**src/rtl/biquad_mac_sequencer.sv**
```systemverilog
// Direct-Form-I biquad sequencer driving an external 16x16 accumulate-MAC.
// Per sample: clear the MAC, issue five operand pairs, wait out its latency, then saturate the result.
module biquad_mac_sequencer #(
  parameter int unsigned MAC_LATENCY = 3,
  parameter int unsigned DW          = 16
) (
  input  logic              clk,
  input  logic              reset,
  input  logic [DW-1:0]     sample_in,
  input  logic              sample_valid,
  input  logic [DW-1:0]     b0,
  input  logic [DW-1:0]     b1,
  input  logic [DW-1:0]     b2,
  input  logic [DW-1:0]     a1,
  input  logic [DW-1:0]     a2,
  output logic              mac_rst,
  output logic              mac_ce,
  output logic [DW-1:0]     mac_a,
  output logic [DW-1:0]     mac_b,
  input  logic [2*DW-1:0]   mac_result,
  output logic [DW-1:0]     y_out,
  output logic              y_valid,
  output logic              busy,
  output logic              overrun
);

  localparam int unsigned AW  = 2 * DW;
  localparam int unsigned TCW = 3;
  localparam int unsigned WCW = 4;
  localparam logic [TCW-1:0] TERM_LAST = TCW'(4);
  localparam logic [WCW-1:0] WAIT_LAST = WCW'(MAC_LATENCY);
  localparam logic [DW-1:0]  POS_MAX   = {1'b0, {(DW-1){1'b1}}};
  localparam logic [DW-1:0]  NEG_MIN   = {1'b1, {(DW-1){1'b0}}};

  typedef enum logic [2:0] {
    S_IDLE,
    S_CLR,
    S_ISSUE,
    S_WAIT,
    S_CAPTURE
  } state_t;

  state_t         state_q, state_d;
  logic [TCW-1:0] term_q, term_d;
  logic [WCW-1:0] wait_q, wait_d;
  logic [DW-1:0]  x_q, x_d, b0_q, b0_d, b1_q, b1_d, b2_q, b2_d, a1_q, a1_d, a2_q, a2_d;
  logic [DW-1:0]  x1_q, x1_d, x2_q, x2_d, y1_q, y1_d, y2_q, y2_d;
  logic           mac_rst_q, mac_rst_d, mac_ce_q, mac_ce_d;
  logic [DW-1:0]  mac_a_q, mac_a_d, mac_b_q, mac_b_d;
  logic [DW-1:0]  y_out_q, y_out_d;
  logic           y_valid_q, y_valid_d, busy_q, busy_d, overrun_q, overrun_d;
  logic [AW-1:0]  y_full;
  logic [DW-1:0]  y_sat;

  // Saturating negation: the most negative value has no positive twin.
  function automatic logic [DW-1:0] neg_sat(input logic [DW-1:0] v);
    if (v == NEG_MIN) return POS_MAX;
    return DW'(~v + DW'(1));
  endfunction

  // Scale Q4.28 down to Q2.14; out of range whenever the bits above the result disagree.
  always_comb begin
    y_full = AW'($signed(mac_result) >>> (DW - 2));
    y_sat  = y_full[DW-1:0];
    if (!((&y_full[AW-1:DW-1]) || !(|y_full[AW-1:DW-1]))) begin
      y_sat = y_full[AW-1] ? NEG_MIN : POS_MAX;
    end
  end

  always_ff @(posedge clk) begin
    if (reset) begin
      state_q   <= S_IDLE;
      term_q    <= '0;
      wait_q    <= '0;
      x_q       <= '0;
      b0_q      <= '0;
      b1_q      <= '0;
      b2_q      <= '0;
      a1_q      <= '0;
      a2_q      <= '0;
      x1_q      <= '0;
      x2_q      <= '0;
      y1_q      <= '0;
      y2_q      <= '0;
      mac_rst_q <= 1'b0;
      mac_ce_q  <= 1'b0;
      mac_a_q   <= '0;
      mac_b_q   <= '0;
      y_out_q   <= '0;
      y_valid_q <= 1'b0;
      busy_q    <= 1'b0;
      overrun_q <= 1'b0;
    end else begin
      state_q   <= state_d;
      term_q    <= term_d;
      wait_q    <= wait_d;
      x_q       <= x_d;
      b0_q      <= b0_d;
      b1_q      <= b1_d;
      b2_q      <= b2_d;
      a1_q      <= a1_d;
      a2_q      <= a2_d;
      x1_q      <= x1_d;
      x2_q      <= x2_d;
      y1_q      <= y1_d;
      y2_q      <= y2_d;
      mac_rst_q <= mac_rst_d;
      mac_ce_q  <= mac_ce_d;
      mac_a_q   <= mac_a_d;
      mac_b_q   <= mac_b_d;
      y_out_q   <= y_out_d;
      y_valid_q <= y_valid_d;
      busy_q    <= busy_d;
      overrun_q <= overrun_d;
    end
  end

  // MAC controls are registered from the current state, so they trail it by one cycle;
  // WAIT therefore holds one extra state cycle so the last product still gets MAC_LATENCY cycles.
  always_comb begin
    state_d   = state_q;
    term_d    = term_q;
    wait_d    = wait_q;
    x_d       = x_q;
    b0_d      = b0_q;
    b1_d      = b1_q;
    b2_d      = b2_q;
    a1_d      = a1_q;
    a2_d      = a2_q;
    x1_d      = x1_q;
    x2_d      = x2_q;
    y1_d      = y1_q;
    y2_d      = y2_q;
    mac_rst_d = 1'b1;
    mac_ce_d  = 1'b0;
    mac_a_d   = mac_a_q;
    mac_b_d   = mac_b_q;
    y_out_d   = y_out_q;
    y_valid_d = 1'b0;
    overrun_d = overrun_q || (sample_valid && (state_q != S_IDLE));

    case (state_q)
      S_IDLE: begin
        if (sample_valid) begin
          x_d     = sample_in;
          b0_d    = b0;
          b1_d    = b1;
          b2_d    = b2;
          a1_d    = a1;
          a2_d    = a2;
          state_d = S_CLR;
        end
      end
      S_CLR: begin
        mac_rst_d = 1'b0;
        term_d    = '0;
        state_d   = S_ISSUE;
      end
      S_ISSUE: begin
        mac_ce_d = 1'b1;
        case (term_q)
          TCW'(0): begin mac_a_d = b0_q;          mac_b_d = x_q;  end
          TCW'(1): begin mac_a_d = b1_q;          mac_b_d = x1_q; end
          TCW'(2): begin mac_a_d = b2_q;          mac_b_d = x2_q; end
          TCW'(3): begin mac_a_d = neg_sat(a1_q); mac_b_d = y1_q; end
          default: begin mac_a_d = neg_sat(a2_q); mac_b_d = y2_q; end
        endcase
        if (term_q == TERM_LAST) begin
          wait_d  = '0;
          state_d = S_WAIT;
        end else begin
          term_d = term_q + TCW'(1);
        end
      end
      S_WAIT: begin
        if (wait_q == WAIT_LAST) begin
          state_d = S_CAPTURE;
        end else begin
          wait_d = wait_q + WCW'(1);
        end
      end
      S_CAPTURE: begin
        y_out_d   = y_sat;
        y_valid_d = 1'b1;
        x2_d      = x1_q;
        x1_d      = x_q;
        y2_d      = y1_q;
        y1_d      = y_sat;
        state_d   = S_IDLE;
      end
      default: state_d = S_IDLE;
    endcase

    busy_d = (state_d != S_IDLE);
  end

  assign mac_rst = mac_rst_q;
  assign mac_ce  = mac_ce_q;
  assign mac_a   = mac_a_q;
  assign mac_b   = mac_b_q;
  assign y_out   = y_out_q;
  assign y_valid = y_valid_q;
  assign busy    = busy_q;
  assign overrun = overrun_q;

endmodule

```
**config.mk**
```make
export PLATFORM = sky130hd
export DESIGN_NAME = biquad_mac_sequencer
export DESIGN_NICKNAME = d
export VERILOG_FILES = /design/src/rtl/biquad_mac_sequencer.sv
export SDC_FILE = /design/constraint.sdc
export NUM_CORES = 1
export LEC_CHECK = 0
export BUFFER_PORTS_ARGS = -buffer_cell sky130_fd_sc_hd__buf_2
export CAP_MARGIN = 20
export CORE_MARGIN = 5
export CORE_UTILIZATION = 27
export CTS_CLUSTER_DIAMETER = 100
export DETAILED_ROUTE_END_ITERATION = 8
export SYNTH_ARGS = -nofsm -noshare
export SYNTH_HDL_FRONTEND = slang
export SYNTH_SLANG_ARGS = --single-unit
export TNS_END_PERCENT = 5
```
**constraint.sdc**
```tcl
create_clock -name clk -period 3 [get_ports clk]
set_clock_uncertainty 0.15 [all_clocks]
set_input_delay 0.6 -clock clk [delete_from_list [all_inputs] [get_ports clk]]
set_output_delay 0.6 -clock clk [all_outputs]
set_load 0.1 [all_outputs]
```
Yosys cells after proc, flatten, opt, wreduce, memory -nomap -nowiden:

Cells that the tools add are included.

* add/sub/neg operators: 4
* eq/ne operators: 14
* mux-type cells: 26
* bitwise logic cells: 2
* reductions and logical operators: 16

Operators with widths (number)
* $pmux 16 s4: 2
* $mux 16: 6
* $add 16x1->16 const B: 2
* $eq 16x16->1 const B: 2
* $not 16->16: 2
* $eq 3x2->1 const B: 4
* $mux 3: 4
* $pmux 3 s4: 1
* $mux 1: 9
* $mux 4: 2
* $pmux 4 s2: 1
* $eq 3x1->1 const B: 2
* $eq 3x3->1 const B: 2
* $logic_not 3->1: 2
* $ne 2x2->1 const B: 3
* $pmux 3 s2: 1
* $reduce_and 3->1: 2
* $reduce_bool 3->1: 2
* $add 4x1->4 const B: 1
* $eq 4x2->1 const B: 1
* $reduce_and 2->1: 2
* $reduce_bool 2->1: 2
* $reduce_or 4->1: 1
* $add 3x1->3 const B: 1
* other kinds (4): 5

* flip-flop bits (word level): 207
* word-level logic and storage cells: 82

Longest topological paths before layout:

Gate-level depths: netlist (run 1).

* depth after elaboration: 6
* gate-level depth with buffers: 9
* gate-level depth less buffers: 7

Worst setup path after synthesis (run 1):

No wires, ideal clock.

* kind: reg2reg
* from: register a1_q[0]
* to: register mac_a_q[10] (netlist: mac_a[10])
* setup time: 112 ps
* arrival time: 2029 ps
* path slack: 709 ps
* cell stages (with the launch flop): 8
* path buffers: 0
* period minus slack after synthesis: 2291 ps
* path through: dfxtp_1 -> inv_1 -> ha_1 -> or3b_2 -> or4_4 -> xor2_1 -> o21ai_2 -> a2111oi_1

* longest elaborated chain between the ends: 6
* elaborated cells on any way between the ends: 8
* those cells by class: add/sub: 1; eq/ne: 1; mux: 5; bitwise: 1

Ends and longest elaborated chain
* start: declaration: line 46 `logic [DW-1:0] x_q, x_d, b0_q, b0_d, b1_q, b1_d, b2_q, b2_d, a1_q, a1_d, a2_q, a2_d;`
* start signal: assignment: line 79 `a1_q <= '0;`
* start signal: assignment: line 101 `a1_q <= a1_d;`
* parallel branches: the longest is 4 deep, another holds $add 16x1->16
* $mux 16 *: line 58 `return DW'(~v + DW'(1));`
* $pmux 16 s4 *: line 161 `case (term_q)`
* end signal: assignment: line 109 `mac_a_q <= mac_a_d;`
* end: declaration: line 49 `logic [DW-1:0] mac_a_q, mac_a_d, mac_b_q, mac_b_d;`

Every way passes the cells marked *. The select of a mux whose other input is x is not followed.
A chain may end at the register's enable or synchronous reset.

Final worst setup path (run 1):

* from: register term_q[0]
* to: register mac_a_q[0] (netlist: mac_a[0])

* longest elaborated chain between the ends: 2
* elaborated cells on any way between the ends: 5
* those cells by class: eq/ne: 3; mux: 1; reduce/logical: 1

Ends and longest elaborated chain
* start: declaration: line 44 `logic [TCW-1:0] term_q, term_d;`
* start signal: assignment: line 95 `term_q <= term_d;`
* $eq 3x2->1, or another cell as far along: line 161
* $pmux 16 s4 *: line 161

Every way passes the cells marked *; elsewhere a longest branch is shown, timed or not.

==> results of run 1 <==
==> state kept, by name, summed over array words and instances, names as in the netlist, 16 cells and up <==
name	cells
b0_q	16
a1_q	16
mac_b	16
b1_q	16
x2_q	16
x_q	16
mac_a	16
y2_q	16
y_out	16
b2_q	16
a2_q	16
x1_q	16
==> synthesized netlist by cell type (5+ instances only) <==
cell type	count
o21bai_1	5
xor2_1	12
nor4_1	9
nand4_1	7
nor2_1	75
a221oi_1	17
nand2_1	312
nor2b_1	6
a21oi_1	186
buf_2	8
dfxtp_1	207
o21ai_0	10
nand3_1	7
a222oi_1	12
ha_1	8
a22o_1	18
xnor2_1	9
a211oi_1	26
inv_1	11
mux2i_1	5
clkbuf_1	73
a2111oi_0	5
nor3_1	29
==> layout make-up <==
cell class                      count  area [µm²]  area share
Antenna cell                        1       2.502   0.0002304
Clock buffer                       34       696.9     0.06418
Clock inverter                      7       38.79    0.003572
Inverter                           11       41.29    0.003802
Multi-Input combinational cell    816        4295      0.3956
Sequential cell                   207        4144      0.3816
Tap cell                          442       553.0     0.05093
Timing Repair Buffer              197        1087      0.1001
==> through the flow <==
stage / utilization / setup slack, ps
final: 0.3355 / 457.0
after global routing: 0.3355 / 238.9
after CTS: 0.3354 / 464.5
after detailed placement: 0.3127 / 485.4
after global placement: 0.3127 / 551.7
after floorplan: - / 709.1
==> cell families after synthesis <==
logic type / after synthesis
simple gates: 477
compound gates: 305
flops: 207
buf+inv: 97
xor+xnor: 21
fa+ha+maj: 8
mux: 5
==> power groups by stage <==
stage / logic, mW / clock network [mW] / registers [mW]
final: 1.15 / 2.72 / 2.99
after global routing: 1.25 / 2.91 / 3.01
after CTS: 1.16 / 2.80 / 2.99
after detailed placement: 1.15 / 0 / 3.05
after global placement: 1.15 / 0 / 3.05
after floorplan: 0.571 / 0 / 3.28
==> cell usage in the layout, fill, tap and decap left out, types with 5 or more instances in the layout <==
master / count
nor3_1: 29
mux2i_1: 5
clkbuf_8: 8
dfxtp_1: 207
nor4_1: 9
o21bai_1: 5
buf_2: 168
nand2_1: 311
ha_1: 8
nor2_1: 75
nand4_1: 7
nand3_1: 7
a211oi_1: 26
a221oi_1: 17
buf_4: 26
xnor2_1: 9
xor2_1: 12
o21ai_0: 10
a2111oi_0: 5
a21oi_1: 186
inv_1: 11
a222oi_1: 12
a22o_1: 18
clkbuf_16: 23
clkinv_2: 6
nor2b_1: 6
==> worst paths after layout <==
check	startpoint	endpoint	slack (ps)	cells after the start
worst max-delay path	term_q[0]	mac_a[0]	460	8
worst min-delay path	sample_in[7]	x_q[7]	180	3
worst max register to register	term_q[0]	mac_a[0]	460	8
worst min register to register	x2_q[15]	x2_q[15]	300	2
==> metal layers <==
layer,routed length (µm),GRT usage,part of all wire
met3,1468,0.02325,0.053
met5,13,0,0.00047
met4,548,0.03895,0.020
met2,12070,0.2230,0.44
met1,13460,0.2149,0.49
==> worst reg2reg max path, cell delays in order (launching register included) <==
cell	delay (ps)
dfxtp_1	340
inv_1	110
ha_1	370
or3_1	190
a21oi_2	70
nand2b_1	260
a2111oi_0	660
buf_4	230
a211oi_1	40
==> metrics.cfg, run 1 <==
[run_status]
status=completed

[sta]
finalSetupViolations=0
rsz0062_at_grt=false
timing.setup.tns_ps=0
hold_viol=0
max_freq_mhz=393.2
post-route-period-util=0.8477
max_slew_margin=0.5384
fin_crit_ps=2543
hold_ws_ps=184.4
slew_viol_final=0
worst_pin_slew_ps=692.5

[worst_setup_path]
critical_path.max_stage_delay_ps=660
worst_setup_path_start_kind=register
crit_path_max_fanout=8
worstPathRequired_ps=3220
cp_top_family=compound AO/OA/AOI/OAI gates
crit_arrival_ps=2770
crit_chain=inv_1 -> ha_1 -> or3_1 -> a21oi_2 -> nand2b_1 -> a2111oi_0 -> buf_4 -> a211oi_1
crit_path_top_delay_cell=a2111oi_0
critical_path_class=reg2reg
end_kind=register
worst-path-buf-inv=2

[die]
dieArea_mm2=0.03634
rows=66
die_h_um=190.6
die_w_um=190.6
boundaryPins=184
start_util=0.2721
core_mm2=0.03237

[power_and_ir_drop]
switchingPower_mw=2.025
swShare=0.2951
seqPwrFrac=0.436
ir_drop_mv=0.3333
pwr-share-clk=0.397
internal_power_mw=4.839
p_comb_frac=0.167
power.total_mw=6.864
leakagePower_nw=4.215
cellPowerDensity_mw_per_mm2=632.1

[global_routing]
antenna_found_initial=2
first_global_vias=7859
track_usage=0.1463
grt_pass1_wl_mm=43.34
grt_overflow_total=0
grt_start_max_net_pins=95

[synth]
synthTopCellsByArea=dfxtp_1 47%, nand2_1 13%, a21oi_1 11%
synth_mux_area_frac=0.005681
synth-edff-count=0
synthXorXnorAreaFrac=0.02088
syn_area_mm2=0.008810
syn-num-nets=1259
synth-compound-area-share=0.2147
ys_warn_count=0
synth_top_family_by_area=simple AND/OR/NAND/NOR gates
syn_area_per_cell_um2=7.866
ys_types=58
yosysSeqAreaShare=0.4704
netlist_instances=1120
ys.flop_type=dfxtp_1
synth_top_area_cell=dfxtp_1
yosys.area_share.adder=0.01136
synth_top_cell_area_share=0.4704
yosys.area_share.simple=0.2336
ys_ff_latch=207
async_flop_share=0

[placement]
gp_congestion=0.8459
portBuffers=169
hpwlAfterDp_mm=19.95
dp.cells=1673
placed_area_mm2=0.01012

[cells_and_area]
fin_area_mm2=0.01086
area_growth_pct=23.26
drive_gt1_frac=0.1973
fillers=3540
fin_cells=1715
fin_nets=1395

[routing]
via_per_inst=4.768
drc=0
wire_per_inst_um=16.07
num_vias=8177
ant_nets=0
first_pass_iters=7
wirelength_mm=27.56
drtIter0Drc=456

[clock_network]
hold_buffers=0
tritoncts=yes
root_buffer=clkbuf_16
cts_buffers=23
cts_setup_buffers=0
cts.sinks=207
cts_resized=0
clk_pin_slew_ps=60
clkLatencyLatePin_ps=500
clockBufferDepth=3
htreeDepth=1

[run]
maxCapViolations=0

[worst_hold_path]
hold_class=in2reg

No activity file was read; power rests on OpenSTA's default activity.
==> run 2, diff against run 1 <==
- ABC_AREA: not set -> 1
- clock period: 3 -> 2.46 ns (I/O delays scaled with it)
==> metrics.cfg, run 2 <==
[run_status]
status=completed  ; unchanged

[clock_network]
cts.sinks=207  ; unchanged
cts_buffers=24  ; was 23
clkLatencyLatePin_ps=510  ; was 500 ps
htreeDepth=1  ; unchanged
tritoncts=yes  ; unchanged
root_buffer=clkbuf_16  ; unchanged
clk_pin_slew_ps=60  ; about the same
clockBufferDepth=3  ; unchanged

[die]
start_util=0.2754  ; was 0.2721
die_w_um=192.6  ; was 190.6 µm
dieArea_mm2=0.03711  ; was 0.03634 mm²
boundaryPins=184  ; unchanged
die_h_um=192.6  ; was 190.6 µm
core_mm2=0.03270  ; was 0.03237 mm²
rows=66  ; unchanged

[global_routing]
first_global_vias=8133  ; was 7859
grt_overflow_total=0  ; unchanged
grt_start_max_net_pins=81  ; was 95
antenna_found_initial=1  ; was 2
track_usage=0.1485  ; was 0.1463
grt_pass1_wl_mm=44.13  ; was 43.34 mm

[placement]
gp_congestion=0.8695  ; was 0.8459
placed_area_mm2=0.01034  ; was 0.01012 mm²
dp_slack_ps=163.4  ; was 485.4 ps
hpwlAfterDp_mm=21.20  ; was 19.95 mm
portBuffers=169  ; unchanged

[worst_setup_path]
crit_top_cell=nand2_1
worst_setup_path_start_kind=register  ; unchanged
critical_path.max_stage_delay_ps=390  ; was 660 ps
worstPathRequired_ps=2680  ; was 3220 ps
crit_arrival_ps=2320  ; was 2770 ps
end_kind=register  ; unchanged
worst-path-buf-inv=2  ; unchanged
critical_path_class=reg2reg  ; unchanged
crit_chain=inv_1 -> ha_1 -> nand2_1 -> buf_4 -> o22ai_1 -> nor3_1 -> nand2_1 -> nand3_1 -> a21oi_1  ; was inv_1 -> ha_1 -> or3_1 -> a21oi_2 -> nand2b_1 -> a2111oi_0 -> buf_4 -> a211oi_1
cp_top_family=simple AND/OR/NAND/NOR gates  ; was compound AO/OA/AOI/OAI gates
crit_path_max_fanout=11  ; was 8
crit_path_top_delay_cell=nand2_1  ; was a2111oi_0

[synth]
async_flop_share=0  ; unchanged
syn_area_mm2=0.009006  ; was 0.008810 mm²
netlist_instances=1227  ; was 1120
ys.flop_type=dfxtp_1  ; unchanged
synth-edff-count=0  ; unchanged
synth_top_cell_area_share=0.4601  ; was 0.4704
synth_top_area_cell=dfxtp_1  ; unchanged
synth_common_cells=207 x dfxtp_1, 180 x o21ai_0, 171 x inv_1  ; was 312 x nand2_1, 207 x dfxtp_1, 186 x a21oi_1
syn_area_per_cell_um2=7.340  ; was 7.866 µm²
ys_warn_count=0  ; unchanged
syn-num-nets=1366  ; was 1259
yosysMostFrequentCell=dfxtp_1  ; was nand2_1
ys_types=34  ; was 58
yosysSeqAreaShare=0.4601  ; was 0.4704
ys_ff_latch=207  ; unchanged
synthTopCellsByArea=dfxtp_1 46%, o21ai_0 10%, a21oi_1 8.6%  ; was dfxtp_1 47%, nand2_1 13%, a21oi_1 11%

[routing]
num_vias=8557  ; was 8177
drtIter0Drc=488  ; was 456
via_per_inst=4.653  ; was 4.768
ant_nets=0  ; unchanged
drc=0  ; unchanged
first_pass_iters=6  ; was 7
wire_per_inst_um=15.41  ; was 16.07 µm
wirelength_mm=28.35  ; was 27.56 mm

[sta]
fin_crit_ps=2098  ; was 2543 ps
timing.setup.tns_ps=0  ; unchanged
slew_viol_final=0  ; unchanged
max_slew_margin=0.6237  ; was 0.5384
finalSetupViolations=0  ; unchanged
rsz0062_at_grt=false  ; unchanged
worst_slack_ps=361.8  ; was 457.0 ps
post-route-period-util=0.8529  ; was 0.8477
max_freq_mhz=476.6  ; was 393.2 MHz
worst_pin_slew_ps=563.8  ; was 692.5 ps
hold_viol=0  ; unchanged

[power_and_ir_drop]
ir_drop_mv=0.4428  ; was 0.3333 mV
cellPowerDensity_mw_per_mm2=837.9  ; was 632.1 mW/mm²
leakagePower_nw=4.780  ; was 4.215 nW

[worst_hold_path]
hold_class=in2reg  ; unchanged

[cells_and_area]
final_util=0.3418  ; was 0.3355
fillers=3526  ; was 3540
fin_nets=1517  ; was 1395
fin_area_mm2=0.01118  ; was 0.01086 mm²
final_common_cell=dfxtp_1  ; was nand2_1
drive_gt1_frac=0.1841  ; was 0.1973
area_growth_pct=24.12  ; was 23.26%
final_cell_mix=207 x dfxtp_1, 180 x o21ai_0, 170 x inv_1  ; was 311 x nand2_1, 207 x dfxtp_1, 186 x a21oi_1

[run]
maxCapViolations=0  ; unchanged

-- run 2: layout make-up --
cell class | count | area [µm²] | share of cell area
Sequential cell | 207 | 4144 | 0.3707
Multi-Input combinational cell | 769 | 3899 | 0.3488
Timing Repair Buffer | 200 | 1116 | 0.09984
Clock buffer | 35 | 703.2 | 0.06291
Inverter | 176 | 663.1 | 0.05932
Tap cell | 442 | 553.0 | 0.04947
Clock inverter | 9 | 97.59 | 0.008731
Antenna cell | 1 | 2.502 | 0.0002239
-- run 2: kinds of logic after synthesis --
kind of cell / share of synthesized area
flip-flops: 0.4601
adder cells (fa/ha/maj): 0.01111
XOR/XNOR: 0.009726
buffers and inverters: 0.1092
AO/OA/AOI/OAI: 0.2519
AND/OR/NAND/NOR: 0.1580
-- run 2: metal layers --
metal	vias to the layer above	wire, µm	GRT usage
li1	4392	-	-
met1	3903	13500	0.2116
met2	215	12420	0.2303
met3	47	1582	0.02279
met4	0	845	0.04772
met5	-	0	0
-- run 2: worst reg2reg max path, stage by stage, from the launching register on --
cell and delay, ps:
dfxtp_1 380, inv_1 90, ha_1 230, nand2_1 390
buf_4 230, o22ai_1 80, nor3_1 190, nand2_1 90
nand3_1 70, a21oi_1 60
-- run 2: worst paths after layout --
check | startpoint | to | slack, ps | cells past startpoint
setup / recovery | term_q[0] | mac_a[11] | 360 | 9
hold / removal | b2[0] | b2_q[0] | 100 | 3
setup reg to reg | term_q[0] | mac_a[11] | 360 | 9
hold reg to reg | y2_q[9] | y2_q[9] | 290 | 2
-- run 2: what timing repair did --
| item | 4_1_cts | 5_1_grt |
|---|---|---|
| resized for setup | 0 | 0 |
| buffers inserted | 0 | 4 |
| hold endpoints to repair | 0 | 0 |
| setup endpoints to repair | 0 | 28 |
| hold buffers | 0 | 0 |
-- run 2: metrics by stage --
stage | hold WS [ps] | power (mW) | instances
after CTS | 83.65 | 9.434 | 1834
final | 103.8 | 9.366 | 1839
after global placement | 282.5 | 5.800 | 1790
after global routing | 103.3 | 9.820 | 1839
after floorplan | 274.0 | 5.263 | 1227
after detailed placement | 285.8 | 5.830 | 1790
-- run 2: where the power goes --
group	internal [mW]	leakage (nW)	total (mW)	switching (mW)
logic	0.569	2.69	2.03	1.46
clock network	2.19	0.396	3.59	1.41
registers	3.60	1.69	3.74	0.139
total	6.36	4.78	9.37	3.01
==> run 3, diff against run 2 <==
- GPL_TIMING_DRIVEN: not set -> 0
==> metrics.cfg, run 3 (synthesis results as in run 2) <==
[global_routing]
grt_overflow_total=0  ; unchanged
antenna_found_initial=4  ; was 1
grt_start_max_net_pins=14  ; was 81
top_usage_layer=met2  ; unchanged
grtUsageMet3=0.03039  ; was 0.02279
grt_pass1_wl_mm=47.29  ; was 44.13 mm
first_global_vias=8646  ; was 8133
track_usage=0.1622  ; was 0.1485
grt_use_met1=0.2141  ; was 0.2116
grt_use_met2=0.2659  ; was 0.2303

[sta]
post-route-period-util=0.9335  ; was 0.8529
fin_crit_ps=2297  ; was 2098 ps
timing.setup.tns_ps=0  ; unchanged
finalSetupViolations=0  ; unchanged
worst_slack_ps=163.5  ; was 361.8 ps
worst_pin_slew_ps=782.1  ; was 563.8 ps
rsz0062_at_grt=false  ; unchanged
slew_viol_final=0  ; unchanged
hold_viol=0  ; unchanged
max_slew_margin=0.4786  ; was 0.6237
max_freq_mhz=435.4  ; was 476.6 MHz

[die]
rows=66  ; unchanged
die_w_um=192.6  ; unchanged
dieArea_mm2=0.03711  ; unchanged
core_mm2=0.03270  ; unchanged
boundaryPins=184  ; unchanged
start_util=0.2754  ; unchanged
die_h_um=192.6  ; unchanged

[worst_setup_path]
crit_path_max_fanout=10  ; was 11
critical_path_class=reg2reg  ; unchanged
end_kind=register  ; unchanged
worst-path-buf-inv=2  ; unchanged
crit_top_cell=clkbuf_1  ; was nand2_1
crit_path_top_delay_cell=clkbuf_1  ; was nand2_1
cp_top_family=buffers and inverters  ; was simple AND/OR/NAND/NOR gates
crit_chain=nor2_1 -> nand3_1 -> clkbuf_1 -> clkbuf_1 -> a21oi_1  ; was inv_1 -> ha_1 -> nand2_1 -> buf_4 -> o22ai_1 -> nor3_1 -> nand2_1 -> nand3_1 -> a21oi_1
crit_arrival_ps=2530  ; was 2320 ps
worst_setup_path_start_kind=register  ; unchanged
critical_path.max_stage_delay_ps=640  ; was 390 ps
worstPathRequired_ps=2690  ; was 2680 ps

[routing]
drc=0  ; unchanged
ant_nets=0  ; unchanged
num_vias=8780  ; was 8557
drtIter0Drc=590  ; was 488
via_per_inst=4.675  ; was 4.653
wire_per_inst_um=16.49  ; was 15.41 µm
wirelength_mm=30.97  ; was 28.35 mm
first_pass_iters=5  ; was 6

[cells_and_area]
final_common_cell=dfxtp_1  ; unchanged
fin_cells=1878  ; was 1839
final_util=0.3417  ; was 0.3418
antenna_cells=0  ; was 1
area_growth_pct=24.08  ; was 24.12%
final_cell_mix=207 x dfxtp_1, 180 x o21ai_0, 180 x buf_2  ; was 207 x dfxtp_1, 180 x o21ai_0, 170 x inv_1
fillers=3598  ; was 3526
multi_input_area_mm2=0.003879  ; was 0.003899 mm²
drive_gt1_frac=0.1643  ; was 0.1841
seq_area_mm2=0.004144  ; unchanged
fin_nets=1559  ; was 1517

[placement]
dp_slack_ps=28.57  ; was 163.4 ps
portBuffers=168  ; was 169
gp_congestion=0.8988  ; was 0.8695
hpwlAfterDp_mm=24.78  ; was 21.20 mm
dp.cells=1837  ; was 1790

[clock_network]
root_buffer=clkbuf_16  ; unchanged
htreeDepth=1  ; unchanged
clkLatencyLatePin_ps=510  ; about the same
cts_setup_buffers=0  ; unchanged
tritoncts=yes  ; unchanged
cts_buffers=23  ; was 24
clk_pin_slew_ps=60  ; about the same
clockBufferDepth=3  ; unchanged
hold_buffers=0  ; unchanged
cts_resized=0  ; unchanged
cts.sinks=207  ; unchanged

[run_status]
status=completed  ; unchanged

[worst_hold_path]
hold_class=in2reg  ; unchanged

[power_and_ir_drop]
leakagePower_nw=4.742  ; was 4.780 nW
ir_drop_mv=0.4479  ; was 0.4428 mV
cellPowerDensity_mw_per_mm2=836.6  ; was 837.9 mW/mm²

[run]
maxCapViolations=0  ; unchanged

run 3: cell count changes in the layout (fill, tap and decap cells not counted), sizes merged:
cell      change
clkinvlp      -1
inv           +1
diode         -1
buf          -12
clkinv        -3
clkbuf       +55
run 3: worst min-delay path: stages:
cell and delay [ps]:
buf_2 100, nand2_1 50, a221oi_1 60
run 3: routing by layer:
| metal | vias to the layer above | share of wire |
|---|---|---|
| li1 | 4470 | - |
| met4 | 8 | 0.033 |
| met5 | - | 0.0014 |
| met2 | 219 | 0.46 |
| met3 | 57 | 0.056 |
| met1 | 4026 | 0.45 |
run 3: cell type report:
type,instances,share of cell area
well taps,442,0.04949
clock buffers,35,0.06181
clock inverters,6,0.007502
flip-flops and latches,207,0.3708
inverters,176,0.05912
repair buffers,168,0.07524
multi-input cells,769,0.3471
plain buffers,75,0.02889
run 3: where the power goes:
group | internal [mW] | switching (mW)
combinational | 0.557 | 1.53
sequential | 3.60 | 0.147
clock | 2.14 | 1.37
run 3: through the flow:
| step | hold WS (ps) | total power [mW] | instance area [µm²] |
|---|---|---|---|
| 2_1_floorplan | 274.0 | 5.263 | 9006 |
| 3_3_place_gp | 284.4 | 5.874 | 10400 |
| 3_5_place_dp | 288.7 | 5.896 | 10400 |
| 4_1_cts | 97.12 | 9.416 | 11170 |
| 5_1_grt | 109.7 | 9.810 | 11170 |
| 6_report | 112.8 | 9.348 | 11170 |
run 3: path summary, 6_finish.rpt:
| path | cells past startpoint | slack, ps | startpoint | endpoint |
|---|---|---|---|---|
| worst max-delay path | 5 | 160 | state_q[0] | b0_q[1] |
| worst min-delay path | 3 | 110 | mac_result[22] | y_out[8] |
| worst max register to register | 5 | 160 | state_q[0] | b0_q[1] |
| worst min register to register | 2 | 300 | y2_q[4] | y2_q[4] |
